**config.mk**
```make
export PLATFORM = sky130hd
export DESIGN_NAME = mix_word_tx_flat
export DESIGN_NICKNAME = d
export VERILOG_FILES = /design/src/rtl/mix_word_tx_if.sv /design/src/rtl/mix_word_tx.sv /design/src/flat_wrapper.sv
export SDC_FILE = /design/constraint.sdc
export NUM_CORES = 1
export LEC_CHECK = 0
export CORE_ASPECT_RATIO = 0.6
export CORE_UTILIZATION = 53
export CTS_CLUSTER_DIAMETER = 200
export DETAILED_ROUTE_END_ITERATION = 6
export PLACE_DENSITY = 0.87
export RECOVER_POWER = 100
export SYNTH_ARGS = -nofsm -noshare
export SYNTH_HDL_FRONTEND = slang
export SYNTH_SLANG_ARGS = --single-unit
```
**constraint.sdc**
```tcl
create_clock -name clk -period 1.9 [get_ports clk]
set_input_delay 0.285 -clock clk [delete_from_list [all_inputs] [get_ports clk]]
set_output_delay 0.285 -clock clk [all_outputs]
set_load 0.1 [all_outputs]
```
**src/rtl/mix_word_tx_if.sv**
```systemverilog
// mix_word_tx_if
//   Bundles the word-side valid/ready handshake and the character-side
//   load/ready handshake of the MIX word feeder into one interface.
//
//   Signals:
//     word_in    [30:0] : sign (bit 30, unused) + five 6-bit MIX bytes
//     word_valid        : word_in is valid
//     word_ready        : feeder can accept a word this cycle
//     tx_load           : a character is pending for the transmitter
//     tx_char    [5:0]  : MIX character code
//     tx_ready          : transmitter idle
//     busy              : feeder holds or is sending data
//     block_done        : one-cycle pulse at end of a device block
//
//   Modports:
//     master : the environment (word source + transmitter side)
//     slave  : the mix_word_tx feeder itself
interface mix_word_tx_if;
  logic [30:0] word_in;
  logic        word_valid;
  logic        word_ready;
  logic        tx_load;
  logic [5:0]  tx_char;
  logic        tx_ready;
  logic        busy;
  logic        block_done;

  modport master (
    output word_in, word_valid, tx_ready,
    input  word_ready, tx_load, tx_char, busy, block_done
  );

  modport slave (
    input  word_in, word_valid, tx_ready,
    output word_ready, tx_load, tx_char, busy, block_done
  );
endinterface

```
**src/rtl/mix_word_tx.sv**
```systemverilog
// mix_word_tx
//   Upstream feeder for the MIX serial character transmitter. Buffers MIX
//   words in a small FIFO, unpacks each into five 6-bit character codes
//   (most significant byte first) and hands them one at a time to the
//   transmitter. Words are counted into device blocks; completion of a
//   block is flagged with a one-cycle block_done pulse.
//
//   Parameters:
//     BLOCK_WORDS : words per device block (1..63)
//     FIFO_DEPTH  : word FIFO entries (power of two, 2..16)
//
//   Ports:
//     clk   : system clock, all state on the rising edge
//     reset : synchronous, active-high reset
//     bus   : mix_word_tx_if.slave (word handshake, char handshake, status)
//
//   Configuration macro:
//     MIX_WORD_TX_EOL_EN : when defined, CR (code 20) and LF (code 10) are
//                          sent after every block and block_done follows
//                          the LF hand-off.
module mix_word_tx #(
  parameter int BLOCK_WORDS = 24,
  parameter int FIFO_DEPTH  = 4
) (
  input  logic         clk,
  input  logic         reset,
  mix_word_tx_if.slave bus
);

  localparam int          AW         = $clog2(FIFO_DEPTH);
  localparam logic [AW:0] FULL_COUNT = (AW + 1)'(FIFO_DEPTH);
  localparam logic [5:0]  LAST_WORD  = 6'(BLOCK_WORDS - 1);
`ifdef MIX_WORD_TX_EOL_EN
  localparam logic [5:0]  CHAR_CR    = 6'd20;
  localparam logic [5:0]  CHAR_LF    = 6'd10;
`endif

`ifdef MIX_WORD_TX_EOL_EN
  typedef enum logic [1:0] {ST_IDLE, ST_SEND, ST_EOL_CR, ST_EOL_LF} state_t;
`else
  typedef enum logic [0:0] {ST_IDLE, ST_SEND} state_t;
`endif

  // Word storage drops the sign bit; it never reaches the line.
  logic [29:0]   fifo_mem [FIFO_DEPTH];
  logic [AW-1:0] wr_ptr_q, wr_ptr_d;
  logic [AW-1:0] rd_ptr_q, rd_ptr_d;
  logic [AW:0]   count_q, count_d;

  state_t        state_q, state_d;
  logic [29:0]   shift_q, shift_d;
  logic [2:0]    idx_q, idx_d;
  logic [5:0]    wcnt_q, wcnt_d;
  logic          done_q, done_d;

  logic          ready_w;
  logic          push;
  logic          pop;
  logic          load_w;
  logic [5:0]    char_w;
  logic          unused_sign;

  assign unused_sign = bus.word_in[30];

  // Gated by reset so the source sees "not ready" for the whole reset.
  assign ready_w = !reset && (count_q != FULL_COUNT);
  assign push    = bus.word_valid && ready_w;
  assign pop     = (state_q == ST_IDLE) && (count_q != '0);

  always_ff @(posedge clk) begin
    if (push) begin
      fifo_mem[wr_ptr_q] <= bus.word_in[29:0];
    end
  end

  always_comb begin
    state_d  = state_q;
    shift_d  = shift_q;
    idx_d    = idx_q;
    wcnt_d   = wcnt_q;
    done_d   = 1'b0;
    load_w   = 1'b0;
    char_w   = '0;
    wr_ptr_d = push ? wr_ptr_q + 1'b1 : wr_ptr_q;
    rd_ptr_d = pop  ? rd_ptr_q + 1'b1 : rd_ptr_q;

    case ({push, pop})
      2'b10:   count_d = count_q + 1'b1;
      2'b01:   count_d = count_q - 1'b1;
      default: count_d = count_q;
    endcase

    case (state_q)
      ST_IDLE: begin
        if (pop) begin
          shift_d = fifo_mem[rd_ptr_q];
          idx_d   = 3'd0;
          state_d = ST_SEND;
        end
      end

      ST_SEND: begin
        load_w = 1'b1;
        char_w = shift_q[29:24];
        // load is high here, so tx_ready alone marks the hand-off edge.
        if (bus.tx_ready) begin
          shift_d = {shift_q[23:0], 6'd0};
          idx_d   = idx_q + 3'd1;
          if (idx_q == 3'd4) begin
            idx_d = 3'd0;
            if (wcnt_q == LAST_WORD) begin
              wcnt_d = 6'd0;
`ifdef MIX_WORD_TX_EOL_EN
              state_d = ST_EOL_CR;
`else
              state_d = ST_IDLE;
              done_d  = 1'b1;
`endif
            end else begin
              wcnt_d  = wcnt_q + 6'd1;
              state_d = ST_IDLE;
            end
          end
        end
      end

`ifdef MIX_WORD_TX_EOL_EN
      ST_EOL_CR: begin
        load_w = 1'b1;
        char_w = CHAR_CR;
        if (bus.tx_ready) begin
          state_d = ST_EOL_LF;
        end
      end

      ST_EOL_LF: begin
        load_w = 1'b1;
        char_w = CHAR_LF;
        if (bus.tx_ready) begin
          state_d = ST_IDLE;
          done_d  = 1'b1;
        end
      end
`endif

      default: begin
        state_d = ST_IDLE;
      end
    endcase
  end

  always_ff @(posedge clk) begin
    if (reset) begin
      wr_ptr_q <= '0;
      rd_ptr_q <= '0;
      count_q  <= '0;
      state_q  <= ST_IDLE;
      shift_q  <= '0;
      idx_q    <= '0;
      wcnt_q   <= '0;
      done_q   <= 1'b0;
    end else begin
      wr_ptr_q <= wr_ptr_d;
      rd_ptr_q <= rd_ptr_d;
      count_q  <= count_d;
      state_q  <= state_d;
      shift_q  <= shift_d;
      idx_q    <= idx_d;
      wcnt_q   <= wcnt_d;
      done_q   <= done_d;
    end
  end

  assign bus.word_ready = ready_w;
  assign bus.tx_load    = load_w;
  assign bus.tx_char    = char_w;
  assign bus.busy       = (count_q != '0) || (state_q != ST_IDLE);
  assign bus.block_done = done_q;

endmodule

```
**src/flat_wrapper.sv**
```systemverilog
// flat-port wrapper written by rule: the top's interface ports become plain ports
module mix_word_tx_flat 
#(
  parameter int BLOCK_WORDS = 24,
  parameter int FIFO_DEPTH  = 4
)
  (clk, reset, bus_word_in, bus_word_valid, bus_tx_ready, bus_word_ready, bus_tx_load, bus_tx_char, bus_busy, bus_block_done);
  mix_word_tx_if bus_i ();
  input  logic clk;
  input  logic reset;
  input wire logic [$bits(bus_i.word_in)-1:0] bus_word_in;
  input wire logic [$bits(bus_i.word_valid)-1:0] bus_word_valid;
  input wire logic [$bits(bus_i.tx_ready)-1:0] bus_tx_ready;
  output wire logic [$bits(bus_i.word_ready)-1:0] bus_word_ready;
  output wire logic [$bits(bus_i.tx_load)-1:0] bus_tx_load;
  output wire logic [$bits(bus_i.tx_char)-1:0] bus_tx_char;
  output wire logic [$bits(bus_i.busy)-1:0] bus_busy;
  output wire logic [$bits(bus_i.block_done)-1:0] bus_block_done;
  assign bus_i.word_in = bus_word_in;
  assign bus_i.word_valid = bus_word_valid;
  assign bus_i.tx_ready = bus_tx_ready;
  assign bus_word_ready = bus_i.word_ready;
  assign bus_tx_load = bus_i.tx_load;
  assign bus_tx_char = bus_i.tx_char;
  assign bus_busy = bus_i.busy;
  assign bus_block_done = bus_i.block_done;
  mix_word_tx #(.BLOCK_WORDS(BLOCK_WORDS), .FIFO_DEPTH(FIFO_DEPTH)) u_core (.clk(clk), .reset(reset), .bus(bus_i));
endmodule
```
==> results.yml, run 1 <==
floorplanning:
  die_h_um: 89.2
  placeableCoreArea_um2: 12200
  initial_utilization_pct: 55.0
  fp-row-count: 31
  die_width_um: 147
  io_pins: 45
  design.die.area_um2: 13200
synthesis:
  synth_sequential_area_ratio_pct: 68.5
  syn_inst: 434
  syn-mean-instance-area_um2: 15.5
  synth_simple_gate_area_share_pct: 4.75
  synth_top_area_cell: "edfxtp_1"
  yosys.area_share.xor_xnor_pct: 0.391
  synth_top_cell_area_share_pct: 53.6
  synth_mux_area_share_pct: 10.1
  async_reset_ff_share_pct: 0
  adder_cell_share_of_the_synthesized_area_pct: 1.79
  postSynthNetCount: 478
  synth_warnings: 0
  synth.area.top_cells: "edfxtp_1 54%, dfxtp_1 15%, mux2_2 5.9%, a222oi_1 2.5%, a21oi_1 2.2%"
  synth_enable_flop_cells: 120
  ys_ff_latch: 170
  synth_top_family_by_area: "compound AO/OA/AOI/OAI gates"
  synth_ff_type: "edfxtp_1"
  post_synth_num_cell_types: 47
  synthesis.area_um2: 6720
  synth-compound-area-share_pct: 11.6
critical_path:
  r2r_start: "u_core.count_q[0]"
  crit_path_end_kind: "output port"
  critPathLaunch: "u_core.count_q[0]"
  startpoint_type: "register"
  reg2reg_setup_slack_ps: -40
  required_ps: 1620
  crit-reg2reg-capture: "u_core.count_q[2]"
  worst-endpoint-arrival_ps: 1700
  crit_end: "bus_busy"
  crit_type: "register to output port"
  critical_path.max_fanout: 3
  worst-r2r-cell-count: 9
timing:
  fin_crit_sh_pct: 104
  maxClockFrequency_mhz: 505
  final.setup_skew_ps: 6.34
  max_slew.worst_pin.slew_ps: 876
  report.final.setup_viol: 3
  rsz0062_at_grt: "true"
  hold-worst-slack_ps: 485
  report.final.slew_viol_count: 0
  hold_violations: 0
  final_period_minus_worst_setup_slack_ps: 1980
  setup-tns-final_ps: -122
  post-route-worst-setup-slack_ps: -82.1
  timing.max_slew.rel_slack_pct: 41.2
finish:
  number_of_antenna_cells_inserted: 0
  area_growth_syn_to_layout_pct: 24.3
  multi_input_area_um2: 1960
  layout-drive-gt1-share_pct: 28.9
  layout.nets: 553
  area.sequential_um2: 4610
  nFillCells: 836
  final_area_um2: 8360
placed_design:
  post-dp-hpwl_um: 9020
  portBuffers: 43
  place_area_um2: 7720
  gp_routability_congestion: 0.798
  detailedPlace.worstSlack_ps: -297
clocking:
  htree_num_levels: 4
  cts_hold_buffers_added: 0
  maximum_count_of_clock_buffers_along_a_single_path: 2
  tritoncts.num_buffers: 17
  insertion_delay_ps: 430
  cts_tree: "built"
  clkTransAtPathRegs_ps: 70
  clock-root-buffer: "clkbuf_16"
  tritoncts_num_sinks: 170
worst_hold_path:
  min_path_type: "register to register"
global_routing:
  globalRouteTotalUtil_pct: 23.9
  first_global_vias: 4199
  antenna_found_initial: 0
  maximum_number_of_pins_on_one_net_before_global_route_repair: 38
  wire_length_of_the_first_global_routing_pass_um: 22900
  gr-total-overflow: 0
drt:
  drt_first_iter_violations: 411
  drc_errors: 0
  vias: 4240
  dr.pass1.iters: 6
  route.final.wire_length_um: 14600
  avgViaCountPerCell: 6.17
  post_drt_wl_per_cell_um: 21.2
  ant_nets: 0
power_and_ir_drop:
  power_density_nw_per_um2: 1500
  cellLeakagePower_nw: 2.81
  design_power_total_mw: 12.6
  vdd.ir_drop.worst_mv: 0.860
job:
  cap_viol_max_count: 0
outcome:
  status: "finished with violations"
  failing_checks: "setup timing"
## Yosys cell counts (2+ instances only)
library cell	count
and2_1	11
a32o_1	6
o31ai_1	3
xor2_1	2
a222oi_1	17
buf_1	2
a22o_1	7
nor3_1	5
o21ai_0	6
or3_1	4
a21oi_1	30
dfxtp_1	50
buf_2	11
mux2_2	35
or4_1	3
inv_1	12
a22oi_1	7
nor2b_1	2
clkbuf_1	9
o21bai_1	6
buf_4	3
nand2b_1	2
nand2_1	7
edfxtp_1	120
nand3_1	2
mux2i_1	15
a211oi_1	18
ha_1	8
nor2_1	7
buf_6	2
mux4_2	6
## worst max-delay path, stage by stage (launching register included)
cell	delay [ps]
dfxtp_2	350
buf_6	130
nor4_4	370
bufinv_8	260
buf_12	160
## cell type report
class / instances / share of cell area, %
sequential: 170 / 55.2
multi-input combinational: 224 / 23.5
timing repair buffer: 83 / 11.5
clock buffer: 18 / 5.14
tap: 165 / 2.47
clock inverter: 14 / 1.47
inverter: 13 / 0.749
## repair_timing
action	CTS	global route
hold endpoints to repair	0	0
gates resized for setup	7	4
endpoints found under the setup margin	16	5
pin swaps	2	0
setup buffers	5	0
## how the worst min path moves through the flow
stage | cells past startpoint | to | from | slack [ps]
2_1_floorplan | 0 | u_core.fifo_mem[0][0] | bus_word_in[0] | 380
5_1_grt | 1 | u_core.shift_q[5] | u_core.shift_q[5] | 500
3_5_place_dp | 1 | u_core.shift_q[10] | u_core.shift_q[10] | 460
6_report | 1 | u_core.shift_q[23] | u_core.shift_q[23] | 480
4_1_cts | 1 | u_core.fifo_mem[1][28] | bus_word_in[28] | 480
3_3_place_gp | 1 | u_core.shift_q[17] | u_core.shift_q[17] | 440
## layer usage
metal | track usage [%] | part of all wire [%]
met3 | 6.22 | 7.7
met1 | 32.5 | 44
met4 | 10.0 | 1.9
met2 | 37.0 | 46
met5 | 0 | 0
## sequential cells by signal, summed over array words and instances (netlist names), named ones only
| signal | cells |
|---|---|
| u_core.fifo_mem | 120 |
| u_core.shift_q | 30 |
| u_core.wcnt_q | 6 |
| u_core.count_q | 3 |
| u_core.idx_q | 3 |
| u_core.rd_ptr_q | 2 |
| u_core.wr_ptr_q | 2 |
| u_core.bus.block_done | 1 |
| u_core.state_q | 1 |
## cell usage in the layout, fill, tap and decap left out, drive strengths merged, types with 17 or more instances in the layout
master,instances
a222oi,17
mux2,35
edfxtp,120
dfxtp,50
clkbuf,20
buf,48
a211oi,19
dlygate4sd3,30
a21oi,31
## stage by stage
step                      utilization (%)  instances
final                                68.4        687
after floorplan                         -        434
after global placement               63.2        650
after global routing                 68.4        687
after CTS                            68.3        687
after detailed placement             63.2        650
## logic make-up (layout without fill, tap and decap cells)
family / Yosys count / count (layout)
flip-flops: 170 / 170
AO/OA/AOI/OAI: 105 / 105
multiplexers: 56 / 56
AND/OR/NAND/NOR: 51 / 51
buffers and inverters: 40 / 128
adder cells (fa/ha/maj): 9 / 9
XOR/XNOR: 3 / 3
## report_power, final
part           internal [mW]  switching, mW  leakage, nW  total (mW)
Combinational           1.99           2.55         1.05        4.53
Sequential              4.49          0.308         1.50        4.80
Clock                   1.80           1.44        0.259        3.25
No activity file was read; power rests on OpenSTA's default activity.
==> inputs of run 2 (changes only) <==
--- a/config.mk
+++ b/config.mk
@@ -9,6 +9,7 @@
 export CORE_UTILIZATION = 53
 export CTS_CLUSTER_DIAMETER = 200
 export DETAILED_ROUTE_END_ITERATION = 6
+export MAX_ROUTING_LAYER = met4
 export PLACE_DENSITY = 0.87
 export RECOVER_POWER = 100
 export SYNTH_ARGS = -nofsm -noshare
==> results.yml, run 2 (synthesis results as in run 1) <==
power_and_ir_drop:
  power_density_nw_per_um2: 1500
  switchingPower_mw: 4.27
  cellLeakagePower_nw: 2.80
  cell_internal_pwr_mw: 8.28
  power_frac_seq_pct: 38.3
  combPwrFrac_pct: 36.0
  design_power_total_mw: 12.5
  vdd.ir_drop.worst_mv: 0.854
  switching_share_pct: 34.0
  power.share.clock_pct: 25.8
placed_design:
  post-dp-hpwl_um: 9020
  portBuffers: 43
  gp_routability_congestion: 0.809
  place_area_um2: 7720
finish:
  reg_top3: "u_core.fifo_mem x120, u_core.shift_q x30, u_core.wcnt_q x6"
  largest-register: "u_core.fifo_mem"
  layout.nets: 553
  number_of_antenna_cells_inserted: 0
  nFillCells: 833
  layout_commonest_cell: "edfxtp_1"
  layout_common_cells: "120 x edfxtp_1, 45 x dfxtp_1, 35 x mux2_2"
  layout-drive-gt1-share_pct: 28.7
  final_area_um2: 8360
  largest_register_ffs: 120
  area_growth_syn_to_layout_pct: 24.3
timing:
  rsz0062_at_grt: "true"
  maxClockFrequency_mhz: 505
  timing.max_slew.rel_slack_pct: 42.1
  hold_violations: 0
  report.final.setup_viol: 2
  max_slew.worst_pin.slew_ps: 862
  report.final.slew_viol_count: 0
  fin_crit_sh_pct: 104
  post-route-worst-setup-slack_ps: -79.7
  final_period_minus_worst_setup_slack_ps: 1980
  final.setup_skew_ps: 7.44
drt:
  dr.pass1.iters: 6
  ant_nets: 0
  avgViaCountPerCell: 6.15
  drc_errors: 0
  route.final.wire_length_um: 14600
  vias: 4222
  post_drt_wl_per_cell_um: 21.2
  drt_first_iter_violations: 401
critical_path:
  reg2reg_setup_slack_ps: -30
  required_ps: 1620
  crit_type: "register to output port"
  critPathLaunch: "u_core.count_q[0]"
  r2r_start: "u_core.count_q[0]"
  crit_end: "bus_busy"
  critical_path.max_fanout: 3
  worst-r2r-cell-count: 9
  worst-endpoint-arrival_ps: 1690
  startpoint_type: "register"
  crit-reg2reg-capture: "u_core.count_q[2]"
  crit_path_end_kind: "output port"
floorplanning:
  fp-row-count: 31
  io_pins: 45
  placeableCoreArea_um2: 12200
  die_h_um: 89.2
  die_width_um: 147
  initial_utilization_pct: 55.0
  design.die.area_um2: 13200
clocking:
  insertion_delay_ps: 420
  clkTransAtPathRegs_ps: 60
  htree_num_levels: 4
  cts_tree: "built"
  tritoncts.num_buffers: 17
  clock-root-buffer: "clkbuf_16"
  tritoncts_num_sinks: 170
  maximum_count_of_clock_buffers_along_a_single_path: 2
worst_hold_path:
  min_path_type: "register to register"
  worst_hold_path.num_cells: 1
global_routing:
  antenna_found_initial: 0
  first_global_vias: 4203
  gr-total-overflow: 0
  maximum_number_of_pins_on_one_net_before_global_route_repair: 38
  wire_length_of_the_first_global_routing_pass_um: 22800
  globalRouteTotalUtil_pct: 24.7
job:
  cap_viol_max_count: 0
outcome:
  failing_checks: "setup timing"
  status: "finished with violations"
-- run 2: cell count changes in the layout (fill, tap and decap cells not counted), sizes merged --
cell / before / now
buf: 48 / 47
clkbuf: 20 / 21
-- run 2: what timing repair did --
item / CTS / global route
hold buffers: 0 / 0
endpoints found under the setup margin: 16 / 6
endpoints found under the hold margin: 0 / 0
setup buffers: 5 / 0
gates resized for setup: 7 / 5
pin swaps: 2 / 0
cloned: 0 / 0
-- run 2: worst min path at each step --
stage / from / to / slack (ps)
floorplan: bus_word_in[0] / u_core.fifo_mem[0][0] / 380
global placement: u_core.shift_q[17] / u_core.shift_q[17] / 440
detailed placement: u_core.shift_q[10] / u_core.shift_q[10] / 460
CTS: bus_word_in[28] / u_core.fifo_mem[1][28] / 480
global route: u_core.shift_q[5] / u_core.shift_q[5] / 500
finish: u_core.shift_q[23] / u_core.shift_q[23] / 480
-- run 2: worst max-delay path: stages, from the launching register on --
cell,delay (ps)
dfxtp_2,350
buf_6,130
nor4_4,370
bufinv_8,260
buf_12,160
-- run 2: cell type report --
class | count | area [µm²] | share of cell area, %
Multi-Input combinational cell | 224 | 1960 | 23.5
Timing Repair Buffer | 83 | 961 | 11.5
Clock buffer | 18 | 429 | 5.14
Clock inverter | 14 | 123 | 1.47
Tap cell | 165 | 206 | 2.47
Sequential cell | 170 | 4610 | 55.2
Inverter | 13 | 62.6 | 0.749
-- run 2: power groups by stage --
stage / logic, mW / registers (mW) / clock network [mW]
4_1_cts: 4.48 / 4.78 / 3.28
5_1_grt: 4.83 / 4.84 / 3.43
3_3_place_gp: 4.03 / 4.80 / 0
6_report: 4.51 / 4.80 / 3.23
2_1_floorplan: 2.70 / 4.80 / 0
3_5_place_dp: 4.19 / 4.84 / 0
-- run 2: routing by layer --
metal	GRT usage, %	vias up	wire length [µm]
met5	-	-	0
met4	10.0	0	297
met3	5.97	32	1190
met2	37.2	205	6740
met1	32.5	2107	6330
li1	-	1878	-
-- run 2: stage by stage --
| stage | setup TNS [ps] | worst slack, ps | hold WS [ps] | std cells | util, % |
|---|---|---|---|---|---|
| after floorplan | -112 | -112 | 384 | 434 | - |
| after global routing | -667 | -119 | 496 | 687 | 68.4 |
| after CTS | -145 | -73.8 | 477 | 687 | 68.3 |
| after detailed placement | -8050 | -297 | 460 | 650 | 63.2 |
| after global placement | -1110 | -167 | 441 | 650 | 63.2 |
| final | -113 | -79.7 | 480 | 687 | 68.4 |
==> inputs of run 3 (changes only) <==
--- a/config.mk
+++ b/config.mk
@@ -5,13 +5,15 @@
 export SDC_FILE = /design/constraint.sdc
 export NUM_CORES = 1
 export LEC_CHECK = 0
+export ABC_AREA = 1
 export CORE_ASPECT_RATIO = 0.6
 export CORE_UTILIZATION = 53
 export CTS_CLUSTER_DIAMETER = 200
 export DETAILED_ROUTE_END_ITERATION = 6
 export MAX_ROUTING_LAYER = met4
-export PLACE_DENSITY = 0.87
+export PLACE_DENSITY = 0.86
 export RECOVER_POWER = 100
+export SLEW_MARGIN = 40
 export SYNTH_ARGS = -nofsm -noshare
 export SYNTH_HDL_FRONTEND = slang
 export SYNTH_SLANG_ARGS = --single-unit
==> results.yml, run 3 <==
outcome:
  status: "finished, final reports clean"
critical_path:
  required_ps: 1620
  crit_type: "register to output port"
  crit_end: "bus_busy"
  reg2reg_setup_slack_ps: 110
  path_buf_inv: 4
  startpoint_type: "register"
  family_with_the_most_delay_on_the_worst_path: "buffers and inverters"
  crit_path_end_kind: "output port"
  critical_path.max_fanout: 3
  worstPathCellList: "inv_2 -> nand3_2 -> buf_4 -> nor2_1 -> inv_1 -> buf_12"
  r2r_start: "u_core.count_q[2]"
  critPathLaunch: "u_core.count_q[1]"
  slowest_delay_ps: 330
  slowest_stage: "dfxtp_2"
  critical_path_cell_count: 6
  worst-endpoint-arrival_ps: 1530
  worst-r2r-cell-count: 11
  crit-reg2reg-capture: "u_core.count_q[2]"
drt:
  vias: 5110
  ant_nets: 0
  dr.pass1.iters: 7
  drc_errors: 0
  avgViaCountPerCell: 5.38
  drt_first_iter_violations: 411
  route.final.wire_length_um: 15100
  post_drt_wl_per_cell_um: 15.9
floorplanning:
  fp-row-count: 32
  initial_utilization_pct: 54.6
  die_width_um: 151
  die_h_um: 91.2
  design.die.area_um2: 13800
  io_pins: 45
  placeableCoreArea_um2: 12900
synthesis:
  synth_enable_flop_cells: 120
  yosys.area_share.xor_xnor_pct: 0.373
  syn-mean-instance-area_um2: 9.91
  post-synth-top-count-cell: "nand2_1"
  ys_ff_latch: 170
  synth_top_area_cell: "edfxtp_1"
  adder_cell_share_of_the_synthesized_area_pct: 1.71
  synth-compound-area-share_pct: 6.28
  synth_commonest_cells: "212 x nand2_1, 120 x edfxtp_1, 94 x nor2_1"
  synth_ff_type: "edfxtp_1"
  synth_sequential_area_ratio_pct: 65.4
  synth_top_cell_area_share_pct: 51.2
  postSynthNetCount: 754
  synth_top_family_by_area: "simple AND/OR/NAND/NOR gates"
  synth_simple_gate_area_share_pct: 21.0
  synth.area.top_cells: "edfxtp_1 51%, dfxtp_1 14%, nand2_1 11%, nor2_1 5.0%, a21oi_1 3.2%"
  syn_inst: 710
  synth_warnings: 0
  synthesis.area_um2: 7040
  synth_mux_area_share_pct: 0
  post_synth_num_cell_types: 29
  async_reset_ff_share_pct: 0
clocking:
  insertion_delay_ps: 420
  cts_tree: "built"
  clkTransAtPathRegs_ps: 70
  cts_hold_buffers_added: 0
  tritoncts_num_sinks: 170
  clock-root-buffer: "clkbuf_16"
  tritoncts.num_buffers: 17
  htree_num_levels: 4
  maximum_count_of_clock_buffers_along_a_single_path: 2
timing:
  setup-tns-final_ps: 0
  hold-worst-slack_ps: 494
  hold_violations: 0
  report.final.slew_viol_count: 0
  final_period_minus_worst_setup_slack_ps: 1810
  timing.max_slew.rel_slack_pct: 71.0
  maxClockFrequency_mhz: 552
  final.setup_skew_ps: 6.84
  fin_crit_sh_pct: 95.3
  report.final.setup_viol: 0
  post-route-worst-setup-slack_ps: 89.8
  max_slew.worst_pin.slew_ps: 435
finish:
  layout.nets: 810
  nFillCells: 935
  layout-drive-gt1-share_pct: 13.0
  area_growth_syn_to_layout_pct: 21.1
  largest_register_ffs: 120
  reg_top3: "u_core.fifo_mem x120, u_core.shift_q x30, u_core.wcnt_q x6"
  layout_common_cells: "212 x nand2_1, 120 x edfxtp_1, 90 x nor2_1"
  largest-register: "u_core.fifo_mem"
  layout.cells.non_filler: 949
  final_area_um2: 8520
  layout_commonest_cell: "nand2_1"
  number_of_antenna_cells_inserted: 0
global_routing:
  maximum_number_of_pins_on_one_net_before_global_route_repair: 67
  globalRouteTotalUtil_pct: 24.4
  gr-total-overflow: 0
  first_global_vias: 4895
  antenna_found_initial: 0
  wire_length_of_the_first_global_routing_pass_um: 24500
power_and_ir_drop:
  power_density_nw_per_um2: 1380
  combPwrFrac_pct: 33.7
  switching_share_pct: 36.3
  power_frac_seq_pct: 39.0
  cellLeakagePower_nw: 3.32
  vdd.ir_drop.worst_mv: 0.841
  power.share.clock_pct: 27.3
  cell_internal_pwr_mw: 7.50
  switchingPower_mw: 4.27
placed_design:
  post-dp-hpwl_um: 9280
  place_area_um2: 7950
  placed_cells: 916
  gp_routability_congestion: 0.818
  detailedPlace.worstSlack_ps: -262
  portBuffers: 43
job:
  cap_viol_max_count: 0
worst_hold_path:
  min_path_type: "register to register"
## run 3: cell count changes in the layout (fill, tap and decap cells not counted), sizes merged, moves of 29 or more
cell | previous run | this run
nor2 | 8 | 95
nand2 | 7 | 215
mux2 | 35 | 0
nand3 | 2 | 43
inv | 15 | 44
o21ai | 6 | 42
## run 3: metal layers
metal	GRT usage, %	wire length (µm)	share of wire, %	up-vias
li1	-	-	-	2467
met5	-	0	0	-
met2	36.3	6930	46	206
met4	7.67	200	1.3	0
met1	33.7	6870	45	2417
met3	4.97	1120	7.4	20
## run 3: kinds of logic after synthesis
group,count (synthesis)
DFF,170
and+or+nand+nor,363
AOI/OAI and AO/OA,88
xor gates and xnor gates,3
buffers and inverters,77
adders and majority gates,9
## run 3: worst min-delay path, delay by kind of cell, from the launching register on
kind / cells / cell delay (ps)
flops: 1 / 320
compound gates: 1 / 60
simple gates: 1 / 70
## run 3: power groups by stage
stage,sequential (mW),combinational [mW],clock [mW]
final,4.60,3.97,3.21
after CTS,4.58,3.92,3.24
after global placement,4.64,3.76,0
after detailed placement,4.65,3.86,0
after global routing,4.63,4.35,3.41
after floorplan,4.66,2.65,0
## run 3: worst min-delay path by stage
stage,startpoint,end,depth (start not counted)
2_1_floorplan,bus_word_in[0],u_core.fifo_mem[0][0],0
3_3_place_gp,u_core.idx_q[0],u_core.idx_q[0],1
3_5_place_dp,u_core.shift_q[3],u_core.shift_q[3],2
4_1_cts,u_core.shift_q[3],u_core.shift_q[3],2
5_1_grt,u_core.shift_q[18],u_core.shift_q[18],2
6_report,u_core.shift_q[3],u_core.shift_q[3],2
## run 3: layout make-up
type	instances	area, µm²	area share, %
clock buffers	18	439	5.15
clock inverters	14	111	1.31
inverters	42	188	2.20
multi-input cells	463	2090	24.6
flip-flops and latches	170	4610	54.1
well taps	170	213	2.50
repair buffers	72	865	10.1
## run 3: through the flow
stage,utilization [%],power (mW)
floorplan,-,7.31
global placement,61.7,8.40
detailed placement,61.7,8.51
CTS,66.0,11.7
global route,66.1,12.4
finish,66.1,11.8
## run 3: what timing repair did
action	4_1_cts	5_1_grt
setup buffers	0	1
endpoints found under the setup margin	1	6
resized for setup	1	5
gates cloned	0	0
pin swaps	0	1
